--- src/rtl/ifetch_pkg.sv ---
// Shared types and constants for the instruction fetch unit.
// Halt-opcode detection is compiled in only when IFETCH_HALT_EN is defined.
package ifetch_pkg;

    localparam int ADDR_W  = 6;
    localparam int INSTR_W = 16;
    localparam logic [ADDR_W-1:0] PC_STEP = ADDR_W'(2);
    localparam logic [3:0] HALT_OPC = 4'b1110;

    typedef enum logic {
        RUN  = 1'b0,
        HALT = 1'b1
    } fetch_state_t;

    typedef struct packed {
        logic [INSTR_W-1:0] instrn;
        logic [ADDR_W-1:0]  pc;
    } fetch_entry_t;

    function automatic logic is_halt(input logic [INSTR_W-1:0] word);
        return word[INSTR_W-1 -: 4] == HALT_OPC;
    endfunction

endpackage

--- src/rtl/ifetch_if.sv ---
// Fetch-unit bus: instruction memory side, decode handshake and branch redirect.
// master = fetch unit, slave = memory/decode/branch environment.
interface ifetch_if;
    import ifetch_pkg::*;

    logic [ADDR_W-1:0]  out_pc;
    logic [INSTR_W-1:0] in_instrn;
    logic [INSTR_W-1:0] out_instrn;
    logic [ADDR_W-1:0]  out_instrn_pc;
    logic               out_valid;
    logic               in_stall;
    logic               in_branch_taken;
    logic [ADDR_W-1:0]  in_branch_target;

    modport master (
        output out_pc, out_instrn, out_instrn_pc, out_valid,
        input  in_instrn, in_stall, in_branch_taken, in_branch_target
    );

    modport slave (
        input  out_pc, out_instrn, out_instrn_pc, out_valid,
        output in_instrn, in_stall, in_branch_taken, in_branch_target
    );

endinterface

--- src/rtl/ifetch_fifo.sv ---
// Synchronous fetch buffer of fetch_entry_t; flush outranks push and pop.
// When empty, head keeps showing the last entry that was at the head.
module ifetch_fifo
    import ifetch_pkg::*;
#(
    parameter int DEPTH = 2,
    localparam int PTR_W = $clog2(DEPTH),
    localparam int CNT_W = $clog2(DEPTH + 1)
) (
    input  logic             clk,
    input  logic             rst,
    input  logic             push,
    input  logic             pop,
    input  logic             flush,
    input  fetch_entry_t     wr_data,
    output fetch_entry_t     head,
    output logic             full,
    output logic             empty,
    output logic [CNT_W-1:0] count
);

    fetch_entry_t     mem [DEPTH];
    fetch_entry_t     last_head;
    logic [PTR_W-1:0] wr_ptr;
    logic [PTR_W-1:0] rd_ptr;
    logic             do_push;
    logic             do_pop;

    assign empty   = (count == '0);
    assign full    = (count == CNT_W'(DEPTH));
    assign do_pop  = pop && !empty;
    assign do_push = push && (!full || do_pop);
    assign head    = empty ? last_head : mem[rd_ptr];

    always_ff @(posedge clk) begin
        if (rst) begin
            wr_ptr    <= '0;
            rd_ptr    <= '0;
            count     <= '0;
            last_head <= '0;
        end else begin
            last_head <= head;
            if (flush) begin
                wr_ptr <= '0;
                rd_ptr <= '0;
                count  <= '0;
            end else begin
                if (do_push) begin
                    mem[wr_ptr] <= wr_data;
                    wr_ptr      <= wr_ptr + PTR_W'(1);
                end
                if (do_pop) begin
                    rd_ptr <= rd_ptr + PTR_W'(1);
                end
                count <= count + CNT_W'(do_push) - CNT_W'(do_pop);
            end
        end
    end

endmodule

--- src/rtl/instr_fetch.sv ---
// Instruction fetch: PC, single in-flight memory read, credit-based issue, branch redirect.
// Define IFETCH_HALT_EN to stop fetching after a halt opcode is returned.
//
// state | meaning
// RUN   | issuing fetches whenever buffer credit allows
// HALT  | halt word seen; no issue, buffer drains, left only by redirect or reset
module instr_fetch
    import ifetch_pkg::*;
#(
    parameter int                FIFO_DEPTH = 2,
    parameter logic [ADDR_W-1:0] RESET_PC   = '0
) (
    input  logic     clk,
    input  logic     in_rst,
    ifetch_if.master bus
);

    localparam int CNT_W = $clog2(FIFO_DEPTH + 1);

    fetch_state_t      state;
    fetch_state_t      state_nxt;
    logic [ADDR_W-1:0] pc;
    logic [ADDR_W-1:0] req_pc;
    logic              inflight;
    logic              issue;
    logic              push;
    logic              pop;
    logic              flush;
    logic              halt_hit;
    logic              full;
    logic              empty;
    logic [CNT_W-1:0]  count;
    logic [CNT_W:0]    credit;
    fetch_entry_t      head;
    fetch_entry_t      wr_entry;

    assign flush    = bus.in_branch_taken;
    assign push     = inflight && !flush;
    assign pop      = !empty && !bus.in_stall;
    assign credit   = {1'b0, count} + (CNT_W+1)'(inflight) - (CNT_W+1)'(pop);
    assign wr_entry = '{instrn: bus.in_instrn, pc: req_pc};

`ifdef IFETCH_HALT_EN
    assign halt_hit = push && is_halt(bus.in_instrn);
`else
    assign halt_hit = 1'b0;
`endif

    assign bus.out_pc        = pc;
    assign bus.out_valid     = !empty;
    assign bus.out_instrn    = head.instrn;
    assign bus.out_instrn_pc = head.pc;

    ifetch_fifo #(.DEPTH(FIFO_DEPTH)) u_fifo (
        .clk     (clk),
        .rst     (in_rst),
        .push    (push),
        .pop     (pop),
        .flush   (flush),
        .wr_data (wr_entry),
        .head    (head),
        .full    (full),
        .empty   (empty),
        .count   (count)
    );

    always_comb begin
        state_nxt = state;
        issue     = 1'b0;
        if (flush) begin
            state_nxt = RUN;
        end else begin
            issue = (state == RUN) && (credit < (CNT_W+1)'(FIFO_DEPTH));
            if (halt_hit) begin
                state_nxt = HALT;
            end
        end
    end

    always_ff @(posedge clk) begin
        if (in_rst) begin
            state    <= RUN;
            pc       <= RESET_PC;
            req_pc   <= '0;
            inflight <= 1'b0;
        end else begin
            state <= state_nxt;
            if (flush) begin
                pc       <= bus.in_branch_target & ~ADDR_W'(1);
                inflight <= 1'b0;
            end else begin
                // the fetch issued alongside a halt word is never accepted
                inflight <= issue && !halt_hit;
                if (issue) begin
                    req_pc <= pc;
                    pc     <= pc + PC_STEP;
                end
            end
        end
    end

    a_no_overflow: assert property (@(posedge clk) disable iff (in_rst)
        !(push && full && !pop));

endmodule

--- src/flat_wrapper.sv ---
// flat-port wrapper written by rule: the top's interface ports become plain ports
module instr_fetch_flat import ifetch_pkg::*;
#(
    parameter int                FIFO_DEPTH = 2,
    parameter logic [ADDR_W-1:0] RESET_PC   = '0
)
  (clk, in_rst, bus_out_pc, bus_out_instrn, bus_out_instrn_pc, bus_out_valid, bus_in_instrn, bus_in_stall, bus_in_branch_taken, bus_in_branch_target);
  ifetch_if bus_i ();
  input  logic clk;
  input  logic in_rst;
  output wire logic [$bits(bus_i.out_pc)-1:0] bus_out_pc;
  output wire logic [$bits(bus_i.out_instrn)-1:0] bus_out_instrn;
  output wire logic [$bits(bus_i.out_instrn_pc)-1:0] bus_out_instrn_pc;
  output wire logic [$bits(bus_i.out_valid)-1:0] bus_out_valid;
  input wire logic [$bits(bus_i.in_instrn)-1:0] bus_in_instrn;
  input wire logic [$bits(bus_i.in_stall)-1:0] bus_in_stall;
  input wire logic [$bits(bus_i.in_branch_taken)-1:0] bus_in_branch_taken;
  input wire logic [$bits(bus_i.in_branch_target)-1:0] bus_in_branch_target;
  assign bus_out_pc = bus_i.out_pc;
  assign bus_out_instrn = bus_i.out_instrn;
  assign bus_out_instrn_pc = bus_i.out_instrn_pc;
  assign bus_out_valid = bus_i.out_valid;
  assign bus_i.in_instrn = bus_in_instrn;
  assign bus_i.in_stall = bus_in_stall;
  assign bus_i.in_branch_taken = bus_in_branch_taken;
  assign bus_i.in_branch_target = bus_in_branch_target;
  instr_fetch #(.FIFO_DEPTH(FIFO_DEPTH), .RESET_PC(RESET_PC)) u_core (.clk(clk), .in_rst(in_rst), .bus(bus_i));
endmodule
--- config.mk ---
export PLATFORM = sky130hd
export DESIGN_NAME = instr_fetch_flat
export DESIGN_NICKNAME = d
export VERILOG_FILES = /design/src/rtl/ifetch_pkg.sv /design/src/rtl/ifetch_if.sv /design/src/rtl/ifetch_fifo.sv /design/src/rtl/instr_fetch.sv /design/src/flat_wrapper.sv
export SDC_FILE = /design/constraint.sdc
export NUM_CORES = 1
export LEC_CHECK = 0
export ABC_CLOCK_PERIOD_IN_PS = 2650
export BUFFER_PORTS_ARGS = -buffer_cell sky130_fd_sc_hd__buf_2
export CELL_PAD_IN_SITES_DETAIL_PLACEMENT = 0
export CELL_PAD_IN_SITES_GLOBAL_PLACEMENT = 1
export CORE_MARGIN = 5
export CORE_UTILIZATION = 40
export CTS_CLUSTER_DIAMETER = 120
export DETAILED_ROUTE_END_ITERATION = 6
export GPL_TIMING_DRIVEN = 1
export PLACE_DENSITY = 0.73
export SYNTH_ARGS = -nofsm -noshare
export SYNTH_HDL_FRONTEND = slang
export SYNTH_HIERARCHICAL = 1
export SYNTH_SLANG_ARGS = --single-unit
--- constraint.sdc ---
create_clock -name clk -period 2.65 [get_ports clk]
set_input_delay 0.265 -clock clk [delete_from_list [all_inputs] [get_ports clk]]
set_output_delay 0.265 -clock clk [all_outputs]
set_load 0.02 [all_outputs]
==> out/metrics.yaml, run 1 <==
cts:
  clockRootBuffer: "clkbuf_8"
  cts_tree: "built"
  clk_pin_slew_ns: 0.08
  hold_buffers: 0
  cts-buffers-inserted: 9
  clk_path_buf_depth: 2
  clock-sinks: 82
  htreeDepth: 3
  clock_latency_ns: 0.34
sta:
  worst_slew_pin_slew_ns: 0.655
  fin_worst_skew_ns: 0.00702
  slew_viol_final: 0
  setup_tns_ns: 0
  rsz0062_at_grt: "no"
  setup_viol: 0
  relSlewSlack_pct: 56.3
  min_period_over_period_pct: 94.9
  min_period_ns: 2.52
  final_hold_viol_count: 0
  setup_ws_ns: 0.135
  fmax_mhz: 398
die:
  ios: 55
  initial_utilization_pct: 40.7
  rows: 33
  core-area_um2: 8130
  dieWidth_um: 101
  dieArea_um2: 10200
  die_y_um: 101
placement:
  place_ws_ns: -0.00234
  place.gp.congestion: 0.794
  dp_hpwl_um: 3990
  io_buffers: 52
  placed_area_um2: 3710
power_and_ir_drop:
  power_frac_comb_pct: 7.6
  finalPower_mw: 2.42
  ir_drop_mv: 0.223
  clockPowerShare_pct: 35.5
  pwr-share-seq_pct: 56.9
  powerDensity_nw_per_um2: 620
  intPower_mw: 1.89
  switchingPower_mw: 0.535
  swShare_pct: 22.1
  leakagePower_nw: 1.44
setup_path:
  setup.worst_path.class: "flip-flop to flip-flop"
  crit_slowest_cell: "fa_2"
  endpoint_kind: "flip-flop"
  required_ns: 2.90
  slowest_delay_ns: 0.58
  start_kind: "flip-flop"
  cp_cell_sequence: "or2_4 -> inv_4 -> nor2_2 -> ha_1 -> nand2b_4 -> fa_2 -> nand4_1 -> or3_1 -> a311oi_1"
  worstPathArrival_ns: 2.77
  worstPathMaxFanout: 5
yosys:
  syn-cell-area_um2: 3310
  yosys_warnings: 6
  avgSynthCellArea_um2: 12.5
  synth_cells: 265
drt:
  route.vias.total: 2164
  wl_per_cell_um: 14.0
  vias_per_cell: 5.00
  route.detailed.drc: 0
  dr.pass1.iters: 4
  drt-initial-drc-count: 53
  totalWireLength_um: 6070
  final_antenna_net_count: 0
global_routing:
  grt_max_degree: 67
  grt_usage_pct: 12.6
  antenna_found_initial: 0
  gr-total-overflow: 0
  grt_pass1_wl_um: 9870
  grt_pass1_vias: 2088
layout:
  nNetsFinal: 353
  drive_above_1_share_pct: 29.9
  antenna_cells: 0
  stdcell_area_um2: 3910
  area_growth_pct: 18.1
run_status:
  status: "finished, final reports clean"
worst_hold_path:
  hold_path_class: "input port to flip-flop"
flow_run:
  maxCapViolCount: 0
-- power by group through the flow --
stage | logic [mW] | clock network (mW) | registers (mW)
6_report | 0.185 | 0.860 | 1.38
5_1_grt | 0.206 | 0.948 | 1.38
4_1_cts | 0.188 | 0.892 | 1.38
3_5_place_dp | 0.188 | 0 | 1.41
3_3_place_gp | 0.184 | 0 | 1.41
2_1_floorplan | 0.116 | 0 | 1.41
-- routing by layer --
layer,track usage (%),up-vias,routed length [um]
li1,-,1104,-
met1,15.0,1012,2750
met2,21.1,41,2970
met3,4.57,7,281
met4,4.40,0,70
met5,0,-,0
-- cells in the final DEF (no fill, tap or decap), types with 2 or more instances in the layout --
master / n
buf_2: 52
edfxtp_1: 44
dfxtp_1: 37
nor2_1: 28
a21oi_1: 27
mux2i_1: 22
a211oi_1: 14
buf_4: 12
clkbuf_8: 10
a211oi_2: 8
nand4_1: 7
o31ai_1: 5
or3_1: 5
a311oi_1: 5
o21ai_0: 5
clkbuf_1: 3
inv_1: 3
o21ai_2: 3
ha_1: 3
conb_1: 3
clkinv_2: 2
nor2_2: 2
nor2b_1: 2
xnor2_1: 2
nand3_1: 2
nand2_1: 2
and2_1: 2
and3_1: 2
nor3_1: 2
-- state kept, by name, indices dropped and copies added, names as in the netlist, named ones only --
| signal | cells |
|---|---|
| u_core/u_fifo/wr_ptr | 1 |
| u_core/u_fifo/mem | 44 |
| u_core/bus.out_pc | 5 |
| u_core/u_fifo/last_head | 22 |
| u_core/req_pc | 5 |
| u_core/inflight | 1 |
| u_core/u_fifo/count | 2 |
| u_core/u_fifo/rd_ptr | 1 |
-- final cells by class --
class / instances / area [um^2]
Tap cell: 105 / 131
Sequential cell: 82 / 2090
Timing Repair Buffer: 65 / 370
Clock buffer: 13 / 149
Inverter: 5 / 21.3
Clock inverter: 3 / 40.0
Multi-Input combinational cell: 160 / 1110
Fill cell: 734 / 4220
-- final timing paths --
kind	from	slack, ns	endpoint	cells past startpoint
worst max-delay path	u_core/u_fifo/count[1]	0.13	u_core/bus.out_pc[5]	9
worst min-delay path	bus_in_instrn[9]	0.11	u_core/u_fifo/mem[1][15]	1
worst max register to register	u_core/u_fifo/count[1]	0.13	u_core/bus.out_pc[5]	9
worst min register to register	u_core/req_pc[3]	0.47	u_core/u_fifo/mem[0][3]	0
-- repair_timing --
item,CTS,global route
buffers inserted,0,1
setup endpoints to repair,1,9
gates resized for setup,1,1
pin swaps,0,4
-- worst max-delay path: cells and delay by family (launching register included) --
kind            cells  cell delay, ns
flops               1            0.34
compound gates      1            0.24
buf+inv             1            0.06
fa+ha+maj           2            0.85
simple gates        5            0.94
-- per-stage QoR --
stage          util [%]  hold slack, ns  instances
2_1_floorplan         -           0.342        267
3_3_place_gp       45.6           0.436        416
3_5_place_dp       45.6           0.446        416
4_1_cts            48.0          0.0897        432
5_1_grt            48.1          0.0836        433
6_report           48.1           0.108        433
Note: power is estimated with default switching activity, not from simulation.
==> run 2: changes to the inputs <==
CORE_UTILIZATION = 42   (was 40)
CTS_BUF_LIST = sky130_fd_sc_hd__clkbuf_8   (was unset)
PLACE_DENSITY = 0.76   (was 0.73)
==> run 2 against run 1 <==
Compared with the run above:
- largest cell class unchanged
- global-route usage is 0.51 points higher
- sequential power hardly changed
- clock skew is 0.0020 ns higher
- highest routed layer unchanged
- routed wire length is 0.26% higher
==> out/metrics.yaml, run 2 (same netlist as run 1, synthesis figures left out) <==
global_routing:
  grt_max_degree: 67  # unchanged
  grt_pass1_wl_um: 10200  # was 9870 um
  grt_pass1_vias: 2231  # was 2,088
  gr-total-overflow: 0  # unchanged
  antenna_found_initial: 0  # unchanged
  grt_usage_pct: 13.1  # was 12.6%
sta:
  min_period_ns: 2.51  # was 2.52 ns
  min_period_over_period_pct: 94.8  # was 94.9%
  worst_slew_pin_slew_ns: 0.660  # was 0.655 ns
  setup_ws_ns: 0.138  # was 0.135 ns
  setup_viol: 0  # unchanged
  fin_worst_skew_ns: 0.00901  # was 0.00702 ns
  fmax_mhz: 398  # about the same
  final_hold_viol_count: 0  # unchanged
  slew_viol_final: 0  # unchanged
  relSlewSlack_pct: 56.0  # was 56.3%
  rsz0062_at_grt: "no"  # unchanged
drt:
  totalWireLength_um: 6080  # was 6070 um
  route.vias.total: 2217  # was 2,164
  dr.pass1.iters: 4  # unchanged
  wl_per_cell_um: 14.1  # was 14.0 um
  vias_per_cell: 5.13  # was 5.00
  drt-initial-drc-count: 104  # was 53
  route.detailed.drc: 0  # unchanged
  final_antenna_net_count: 0  # unchanged
setup_path:
  required_ns: 2.91  # was 2.90 ns
  reg2reg_to: "u_core/bus.out_pc[5]"  # unchanged
  endpoint: "u_core/bus.out_pc[5]"  # unchanged
  worstPathMaxFanout: 4  # was 5
  endpoint_kind: "flip-flop"  # unchanged
  worstReg2RegStart: "u_core/u_fifo/count[1]"  # unchanged
  rrSetupSlack_ns: 0.14  # was 0.13 ns
  ff2ff_path_depth: 9  # unchanged
  start_kind: "flip-flop"  # unchanged
  worstPathArrival_ns: 2.77  # about the same
  setup.worst_path.class: "flip-flop to flip-flop"  # unchanged
  startpoint: "u_core/u_fifo/count[1]"  # unchanged
layout:
  final_common_cell: "buf_2"  # unchanged
  final_cell_mix: "buf_2, edfxtp_1, dfxtp_1"  # unchanged
  top_register: "u_core/u_fifo/mem"  # unchanged
  drive_above_1_share_pct: 31.2  # was 29.9%
  stdcell_area_um2: 3920  # was 3910 um^2
  nNetsFinal: 355  # was 353
  largest_register_ffs: 44  # unchanged
  top_regs: "u_core/u_fifo/mem (44), u_core/u_fifo/last_head (22)"  # unchanged
  instances_no_fill: 432  # was 433
  area_growth_pct: 18.2  # was 18.1%
  antenna_cells: 0  # unchanged
die:
  rows: 32  # was 33
  initial_utilization_pct: 43.1  # was 40.7%
  dieArea_um2: 9760  # was 10,200 um^2
  die_y_um: 98.8  # was 101 um
  core-area_um2: 7690  # was 8130 um^2
  dieWidth_um: 98.8  # was 101 um
  ios: 55  # unchanged
placement:
  place.gp.congestion: 0.801  # was 0.794
  placed_area_um2: 3700  # was 3710 um^2
  dp.cells: 414  # was 416
  io_buffers: 52  # unchanged
  place_ws_ns: 0.0290  # was -0.00234 ns
  dp_hpwl_um: 3980  # was 3990 um
cts:
  cts-buffers-inserted: 9  # unchanged
  clock-sinks: 82  # unchanged
  clock_latency_ns: 0.35  # was 0.34 ns
  cts_tree: "built"  # unchanged
  clk_pin_slew_ns: 0.09  # was 0.08 ns
  hold_buffers: 0  # unchanged
  clockRootBuffer: "clkbuf_8"  # unchanged
  htreeDepth: 3  # unchanged
  clk_path_buf_depth: 2  # unchanged
flow_run:
  maxCapViolCount: 0  # unchanged
worst_hold_path:
  hold_path_class: "input port to flip-flop"  # unchanged
run_status:
  status: "finished, final reports clean"  # unchanged
power_and_ir_drop:
  ir_drop_mv: 0.243  # was 0.223 mV
  powerDensity_nw_per_um2: 614  # was 620 nW/um^2
  leakagePower_nw: 1.44  # about the same
-- run 2: cell types whose count changed in the layout (fill, tap and decap cells not counted), sizes merged --
cell / previous run / this run
clkinvlp: 0 / 1
clkbuf: 13 / 9
bufinv: 1 / 0
buf: 65 / 67
inv: 5 / 9
-- run 2: metrics by stage --
| stage | setup TNS, ns | util (%) | hold WS (ns) | total power [mW] |
|---|---|---|---|---|
| floorplan | -0.0743 | - | 0.342 | 1.53 |
| global placement | 0 | 48.1 | 0.439 | 1.59 |
| detailed placement | 0 | 48.1 | 0.453 | 1.59 |
| CTS | 0 | 50.6 | 0.0772 | 2.43 |
| global route | 0 | 50.9 | 0.0767 | 2.51 |
| finish | 0 | 50.9 | 0.0944 | 2.40 |
-- run 2: critical path, stage by stage, from the launching register on --
cell	delay, ns
dfxtp_4	0.35
or2_4	0.24
inv_4	0.06
nor2_2	0.04
ha_1	0.26
nand2b_4	0.14
fa_2	0.57
nand4_1	0.14
or3_1	0.39
a311oi_1	0.24
-- run 2: report_power, final --
group / switching (mW) / internal [mW] / total, mW
registers: 0.0170 / 1.36 / 1.38
clock network: 0.483 / 0.357 / 0.839
logic: 0.117 / 0.0679 / 0.185
total: 0.617 / 1.79 / 2.40
-- run 2: final cells by class --
cell class                      count  area, um^2
Timing Repair Buffer               67         373
Clock buffer                        9         124
Fill cell                         709        3770
Tap cell                          102         128
Multi-Input combinational cell    160        1120
Inverter                            5        21.3
Clock inverter                      7        58.8
Sequential cell                    82        2090
-- run 2: how the worst min path moves through the flow --
stage	startpoint	to	slack [ns]	cells after the start
final	bus_in_instrn[11]	u_core/u_fifo/mem[0][17]	0.09	1
after global routing	bus_in_instrn[5]	u_core/u_fifo/mem[1][11]	0.08	1
after CTS	bus_in_instrn[15]	u_core/u_fifo/mem[1][21]	0.08	1
after detailed placement	u_core/req_pc[4]	u_core/u_fifo/mem[0][4]	0.45	0
after global placement	u_core/req_pc[4]	u_core/u_fifo/mem[1][4]	0.44	0
after floorplan	in_rst	u_core/inflight	0.34	1
-- run 2: metal layers --
| layer | part of all wire (%) | track usage (%) |
|---|---|---|
| met5 | 0 | 0 |
| met4 | 1.1 | 5.99 |
| met3 | 4.6 | 3.11 |
| met2 | 49 | 22.0 |
| met1 | 46 | 15.9 |
-- run 2: what timing repair did --
action / in CTS / in global routing
pin swaps: 0 / 4
buffers inserted: 0 / 2
endpoints found under the hold margin: 0 / 0
gates resized for setup: 1 / 2
endpoints found under the setup margin: 2 / 8
